### src/rtl/dpi_pkg.sv
// Shared types and constants for the DPI stream sequencer and its seen table.
package dpi_pkg;

  localparam int unsigned STREAM_ID_W          = 6;
  localparam int unsigned CHAR_W               = 8;
  localparam int unsigned NUM_STREAMS          = 1 << STREAM_ID_W;
  localparam int unsigned DRAIN_CYCLES_DEFAULT = 2;
  // Wide enough for the legal DRAIN_CYCLES range 1..15.
  localparam int unsigned DRAIN_CNT_W          = 4;

  typedef enum logic [2:0] {
    StIdle,
    StLoad,
    StSettle,
    StStream,
    StDrain,
    StEop,
    StResult
  } dpi_state_e;

endpackage

### src/rtl/dpi_stream_seen_table.sv
// One bit per stream ID recording whether the stream has been seen since reset or clear.
// A set and a clear in the same cycle leave the set bit high.
module dpi_stream_seen_table
  import dpi_pkg::*;
(
  input  logic                   clk,
  input  logic                   rst_n,
  input  logic                   set_en,
  input  logic [STREAM_ID_W-1:0] set_id,
  input  logic                   clear,
  input  logic [STREAM_ID_W-1:0] lookup_id,
  output logic                   lookup_seen
);

  logic [NUM_STREAMS-1:0] seen_q;
  logic [NUM_STREAMS-1:0] seen_d;

  // Next table: clear first, then apply the set so it wins for its ID.
  always_comb begin
    seen_d = clear ? '0 : seen_q;
    if (set_en) begin
      seen_d[set_id] = 1'b1;
    end
  end

  // Table register with synchronous reset.
  always_ff @(posedge clk) begin
    if (!rst_n) begin
      seen_q <= '0;
    end else begin
      seen_q <= seen_d;
    end
  end

  assign lookup_seen = seen_q[lookup_id];

endmodule

### src/rtl/dpi_stream_sequencer.sv
// Packet-side driver for a bank of per-regex DPI matchers: header accept, state load,
// settle, char stream, drain, end-of-packet strobe and handshaked fired-mask result.
module dpi_stream_sequencer
  import dpi_pkg::*;
#(
  parameter int unsigned NUM_REGEX    = 8,
  parameter int unsigned DRAIN_CYCLES = DRAIN_CYCLES_DEFAULT
) (
  input  logic                   clk,
  input  logic                   rst_n,
  input  logic                   hdr_vld,
  output logic                   hdr_rdy,
  input  logic [STREAM_ID_W-1:0] hdr_stream_id,
  input  logic [NUM_REGEX-1:0]   hdr_enable,
  input  logic                   byte_vld,
  output logic                   byte_rdy,
  input  logic [CHAR_W-1:0]      byte_data,
  input  logic                   byte_last,
  input  logic                   clear_streams,
  output logic                   load_state,
  output logic                   new_stream_id,
  output logic [STREAM_ID_W-1:0] stream_id,
  output logic [NUM_REGEX-1:0]   enable,
  output logic [CHAR_W-1:0]      char_in,
  output logic                   char_in_vld,
  output logic                   eop,
  input  logic [NUM_REGEX-1:0]   fired_in,
  output logic                   res_vld,
  input  logic                   res_rdy,
  output logic [STREAM_ID_W-1:0] res_stream_id,
  output logic [NUM_REGEX-1:0]   res_fired,
  output logic [15:0]            pkt_count
);

  dpi_state_e             state_q;
  logic [DRAIN_CNT_W-1:0] drain_cnt_q;
  logic                   id_seen;

  dpi_stream_seen_table u_seen_table (
    .clk        (clk),
    .rst_n      (rst_n),
    .set_en     (state_q == StEop),
    .set_id     (stream_id),
    .clear      (clear_streams),
    .lookup_id  (hdr_stream_id),
    .lookup_seen(id_seen)
  );

  assign char_in     = byte_data;
  assign char_in_vld = byte_vld & byte_rdy;

  // Packet FSM; every strobe and ready is registered alongside the state it belongs to.
  always_ff @(posedge clk) begin
    if (!rst_n) begin
      state_q       <= StIdle;
      drain_cnt_q   <= '0;
      hdr_rdy       <= 1'b1;
      byte_rdy      <= 1'b0;
      load_state    <= 1'b0;
      eop           <= 1'b0;
      res_vld       <= 1'b0;
      new_stream_id <= 1'b0;
      stream_id     <= '0;
      enable        <= '0;
      res_stream_id <= '0;
      res_fired     <= '0;
      pkt_count     <= '0;
    end else begin
      load_state <= 1'b0;
      eop        <= 1'b0;
      case (state_q)
        StIdle: begin
          if (hdr_vld) begin
            stream_id     <= hdr_stream_id;
            enable        <= hdr_enable;
            new_stream_id <= ~id_seen;
            hdr_rdy       <= 1'b0;
            load_state    <= 1'b1;
            state_q       <= StLoad;
          end
        end
        StLoad: begin
          state_q <= StSettle;
        end
        StSettle: begin
          byte_rdy <= 1'b1;
          state_q  <= StStream;
        end
        StStream: begin
          if (byte_vld && byte_last) begin
            byte_rdy    <= 1'b0;
            drain_cnt_q <= DRAIN_CNT_W'(DRAIN_CYCLES);
            state_q     <= StDrain;
          end
        end
        StDrain: begin
          if (drain_cnt_q <= DRAIN_CNT_W'(1)) begin
            eop     <= 1'b1;
            state_q <= StEop;
          end else begin
            drain_cnt_q <= drain_cnt_q - DRAIN_CNT_W'(1);
          end
        end
        StEop: begin
          res_fired     <= fired_in & enable;
          res_stream_id <= stream_id;
          pkt_count     <= pkt_count + 16'd1;
          res_vld       <= 1'b1;
          state_q       <= StResult;
        end
        StResult: begin
          if (res_rdy) begin
            res_vld <= 1'b0;
            hdr_rdy <= 1'b1;
            state_q <= StIdle;
          end
        end
        default: begin
          state_q <= StIdle;
        end
      endcase
    end
  end

endmodule

### config.mk
export PLATFORM = sky130hd
export DESIGN_NAME = dpi_stream_sequencer
export DESIGN_NICKNAME = d
export VERILOG_FILES = /design/src/rtl/dpi_pkg.sv /design/src/rtl/dpi_stream_seen_table.sv /design/src/rtl/dpi_stream_sequencer.sv
export SDC_FILE = /design/constraint.sdc
export NUM_CORES = 1
export LEC_CHECK = 0
export CAP_MARGIN = 20
export CORE_ASPECT_RATIO = 0.9
export CORE_MARGIN = 10
export CORE_UTILIZATION = 27
export DETAILED_ROUTE_END_ITERATION = 8
export PLACE_DENSITY = 0.42
export REMOVE_ABC_BUFFERS = 1
export SYNTH_ARGS = -nofsm -noshare
export SYNTH_HDL_FRONTEND = slang
export SYNTH_SLANG_ARGS = --single-unit
### constraint.sdc
create_clock -name clk -period 1.9 [get_ports clk]
set_input_delay 0.38 -clock clk [delete_from_list [all_inputs] [get_ports clk]]
set_output_delay 0.38 -clock clk [all_outputs]
set_load 0.02 [all_outputs]
== Yosys cells after proc, flatten, opt, wreduce, memory -nomap -nowiden ==
Cells that the tools add are included.
Cells by class
  $add $sub $neg: 2
  equality and inequality tests: 11
  magnitude comparators: 4
  bitwise operators: 4
  mux-type cells: 23
  reductions and logical operators: 15
Operator list (number)
  $mux 64: 2
  $or 64x64->64: 1
  $pmux 3 s7: 1
  $add 16x1->16 const B: 1
  $lt 6x7->1 const B: 2
  $mux 3: 4
  $ne 2x2->1 const B: 5
  $reduce_and 2->1: 5
  $eq 3x3->1 const B: 3
  $and 8x8->8: 1
  $mux 1: 8
  $mux 4: 2
  $pmux 4 s2: 1
  $reduce_bool 2->1: 4
  $bmux 1 s6: 1
  $demux 1 s6: 1
  $eq 3x2->1 const B: 2
  $ge 6x1->1 const B: 1
  $pmux 1 s2: 3
  $reduce_and 3->1: 2
  $le 4x1->1 const B: 1
  $reduce_and 4->1: 1
  $sub 4x1->4 const B: 1
  $eq 3x1->1 const B: 1
  4 further kinds: 5
Word-level totals
  output and inout port bits: 59
  input port bits: 37
  word-level logic and storage cells: 73
  register bits: 121

== Longest topological paths before layout ==
  word-level depth: 6
  mapped depth: 7
  mapped depth without buffers: 6

== By module ==
Synthesis repeated with hierarchy kept, for this count alone.
Unflattened totals
  cell total of the unflattened synthesis: 637
  area total of the unflattened synthesis: 5514.0 um^2
By module, submodules not included
  dpi_stream_seen_table: cells each 350, area each 3146.8 um^2, times used 1
  dpi_stream_sequencer: cells each 287, area each 2367.3 um^2, times used 1

== Worst setup path before layout ==
No wires, ideal clock.
  path type: register -> register
  start point: register state_q[2]
  end point: register new_stream_id
  slack: 250 ps
  period minus slack after synthesis: 1650 ps
  required time: 1776 ps
  setup time: 124 ps
  data arrival time: 1527 ps
  stages on the path, launching flop included: 8
  cells stage by stage: dfxtp_1 > buf_6 > or4b_4 > buf_6 > nor4b_4 > nand2_1 > o221ai_1 > a211oi_1
On the way
  cells in the longest elaborated chain, start to end: 2
RTL lines
  start: declaration: line dpi_stream_sequencer.sv:35  | dpi_state_e state_q;
  start signal: assignment: line dpi_stream_sequencer.sv:55  | state_q <= StIdle;
  start signal: assignment: line dpi_stream_sequencer.sv:79  | state_q <= StLoad;
  start signal: assignment: line dpi_stream_sequencer.sv:83  | state_q <= StSettle;
  $logic_not 3->1: line dpi_stream_sequencer.sv:71  | case (state_q)
  $reduce_and 2->1 (no source line)
  end signal: assignment: line dpi_stream_sequencer.sv:76  | new_stream_id <= ~id_seen;
  end: declaration: line dpi_stream_sequencer.sv:21  | output logic new_stream_id,
Every way passes these cells.
A chain may end at the register's enable or synchronous reset.

== Worst setup path after layout ==
  start point: register pkt_count[7]
  end point: output port pkt_count[7]
RTL lines
  start: declaration: line dpi_stream_sequencer.sv:32  | output logic [15:0] pkt_count
  start signal: assignment: line dpi_stream_sequencer.sv:107  | pkt_count <= pkt_count + 16'd1;
No word-level cell between the ends.

==> flow_summary.toml <==
[critical_path]
cp_max_fo = 5
worstSetupPathType = "flop to primary output"
crit_path_max_incr_delay_ps = 640
cp_num_buf_inv = 1
worst-path-stages = 1
critPathArrivalTime_ps = 1450
path_cells = "clkdlybuf4s50_1"
crit_required_ps = 1520
cpMaxStageDelayCell = "clkdlybuf4s50_1"
cp-end-kind = "primary output"
cp-start-kind = "flop"
r2r_cells = 5
critPathTopFamily = "buffers and inverters"

[clock_tree]
clock_latency_ps = 420
cts_tree = "built"
holdBufCountCts = 0
htree_levels = 4
cts_buffers = 17
clk_pin_slew_ps = 60
cts_root_buf = "clkbuf_16"
clockBufferDepth = 2
cts.sinks = 121

[die]
initial_utilization_pct = 27.2
die-area_sq_um = 27000
fp-row-count = 50
die_w_microns = 172
fp.coreArea_sq_um = 20600
num_io_pins = 96
die_y_microns = 157

[detailed_routing]
dr.pass1.iters = 4
drtIter0Drc = 234
detail_route.wirelength_mm = 16.9
drtAntennaViolNets = 0
vias_per_cell = 4.68
drc = 0
num_vias = 4796
wl_per_cell_microns = 16.5

[pwr]
peakVddDrop_v = 0.000497
power_mw = 6.78
leakagePower_nw = 2.84
power_density_nw_per_um2 = 898

[global_route]
grt_pass1_wl_mm = 26.3
grt_pass1_vias = 4755
grt_max_degree = 65
antenna_found_initial = 0
grt_overflow = 0
grt_use_total_pct = 12.6

[logic_synthesis]
synthTopCellsByCount = "121 x dfxtp_1, 79 x and2_1, 77 x nand2_1"
netlist_top_cells_area = "dfxtp_1 43%, and2_1 8.8%, o22ai_1 7.1%, nand2_1 5.1%, inv_1 4.7%"
syn_inst = 658
ys_types = 48
synth-seq-cells = 121
seq_area_frac_synth_pct = 43.1
async_flop_share_pct = 0
syn-cell-area_sq_um = 5620
syn_area_per_cell_sq_um = 8.55
synth_ff_type = "dfxtp_1"
synth_top_area_share_pct = 43.1
synth_edf_count = 0
yosysWarnings = 0
synth_area_leader_cell = "dfxtp_1"
yosys.cell_count.top_type = "dfxtp_1"

[timing]
rsz0062_at_grt = "false"
fin_crit_sh_pct = 96.3
slew_violations = 0
worst_slew_pin_slew_ps = 476
worst_clock_skew_ps = 14.5
hold_viol_final = 0
min_period_ps = 1830
hold_ws_ps = 460
max_freq_mhz = 546
setup_viol = 0
slew_headroom_pct = 68.2

[run_status]
status = "completed"

[final_layout]
drive_gt1_share_pct = 12.7
syn2layout_area_growth_pct = 34.4
utilization_pct = 36.6
n_fill_cell = 2096
final_cell_area_sq_um = 7560
num-nets-final = 791
antenna_cells = 0

[placement]
place.port_buffers = 79
hpwlAfterDp_mm = 12.2
gp_congestion = 0.812
placed_area_sq_um = 6890

[hold_path]
hold_path_class = "flop to flop"
hold_path_depth = 2

[flow_run]
cap_violations = 0
repair_timing:
action | CTS | global route
gates resized for setup | 9 | 6
endpoints found under the setup margin | 9 | 16
setup buffers | 0 | 1
gates cloned | 0 | 0
pin swaps | 0 | 2
report_power, final:
group          internal [mW]  switching, mW  total [mW]
logic                  0.276          0.319       0.595
registers               2.58         0.0371        2.61
clock network           2.33           1.24        3.58
total                   5.18           1.60        6.78
through the flow:
stage / instances / setup TNS, ps / worst slack (ps)
5_1_grt: 1024 / 0 / 4.54
6_report: 1024 / 0 / 69.4
3_5_place_dp: 991 / -544 / -287
3_3_place_gp: 991 / -431 / -262
2_1_floorplan: 604 / -91.3 / -55.8
4_1_cts: 1023 / 0 / 4.56
flip-flops by register name, indices dropped and copies added (netlist names):
name	count
res_vld	1
drain_cnt_q	4
new_stream_id	1
state_q	3
eop	1
load_state	1
pkt_count	16
res_fired	8
res_stream_id	6
u_seen_table.seen_q	64
byte_rdy	1
hdr_rdy	1
stream_id	6
enable	8
worst min-delay path, cell delays in order, from the launching register on:
cell and delay, ps:
dfxtp_1 300, nand2_1 50, a21boi_0 60
final timing paths:
| path | slack, ps | end | start |
|---|---|---|---|
| max reg2reg | 200 | pkt_count[13]$_SDFFE_PN0P_ | state_q[1]$_SDFFE_PN0P_ |
| min | 460 | res_fired[5]$_SDFFE_PN0P_ | res_fired[5]$_SDFFE_PN0P_ |
| max | 70 | pkt_count[7] | pkt_count[7]$_SDFFE_PN0P_ |
| min reg2reg | 460 | res_fired[5]$_SDFFE_PN0P_ | res_fired[5]$_SDFFE_PN0P_ |
routing by layer:
layer | routed length [microns] | share of wire, % | GRT usage [%] | up-vias
met5 | 0 | 0 | 0 | -
met4 | 297 | 1.8 | 5.87 | 0
met3 | 614 | 3.6 | 3.06 | 13
met2 | 8250 | 49 | 20.2 | 83
met1 | 7720 | 46 | 15.6 | 2283
li1 | - | - | - | 2417
final cells by class:
cell class | instances | area, sq um | area share, %
Inverter | 71 | 267 | 3.53
Clock buffer | 17 | 425 | 5.63
Multi-Input combinational cell | 412 | 2680 | 35.5
Clock inverter | 15 | 224 | 2.96
Timing Repair Buffer | 128 | 1210 | 16.0
Tap cell | 260 | 325 | 4.30
Sequential cell | 121 | 2420 | 32.1
cells in the final DEF (no fill, tap or decap), types with 8 or more instances in the layout:
master | Yosys | layout
a21boi_0 | 34 | 34
and2_1 | 79 | 79
buf_4 | 9 | 44
clkbuf_16 | 0 | 17
clkdlybuf4s50_1 | 0 | 64
dfxtp_1 | 121 | 121
dlygate4sd2_1 | 0 | 9
inv_1 | 71 | 71
mux2i_1 | 18 | 18
nand2_1 | 77 | 77
nand3_1 | 21 | 20
nand3b_1 | 8 | 8
nand4_1 | 9 | 9
nor2_1 | 12 | 11
o21ai_0 | 9 | 9
o22ai_1 | 64 | 64
or3_1 | 8 | 8
cell families (layout without fill, tap and decap cells):
logic type	count (synthesis)	in the layout	synth area share, %
AND/OR/NAND/NOR	237	237	23.2
AO/OA/AOI/OAI	138	138	16.6
buffers and inverters	125	231	9.34
flip-flops	121	121	43.1
multiplexers	24	24	5.61
XOR/XNOR	10	10	1.56
adder cells (fa/ha/maj)	3	3	0.667
Note: power is estimated with default switching activity, not from simulation.
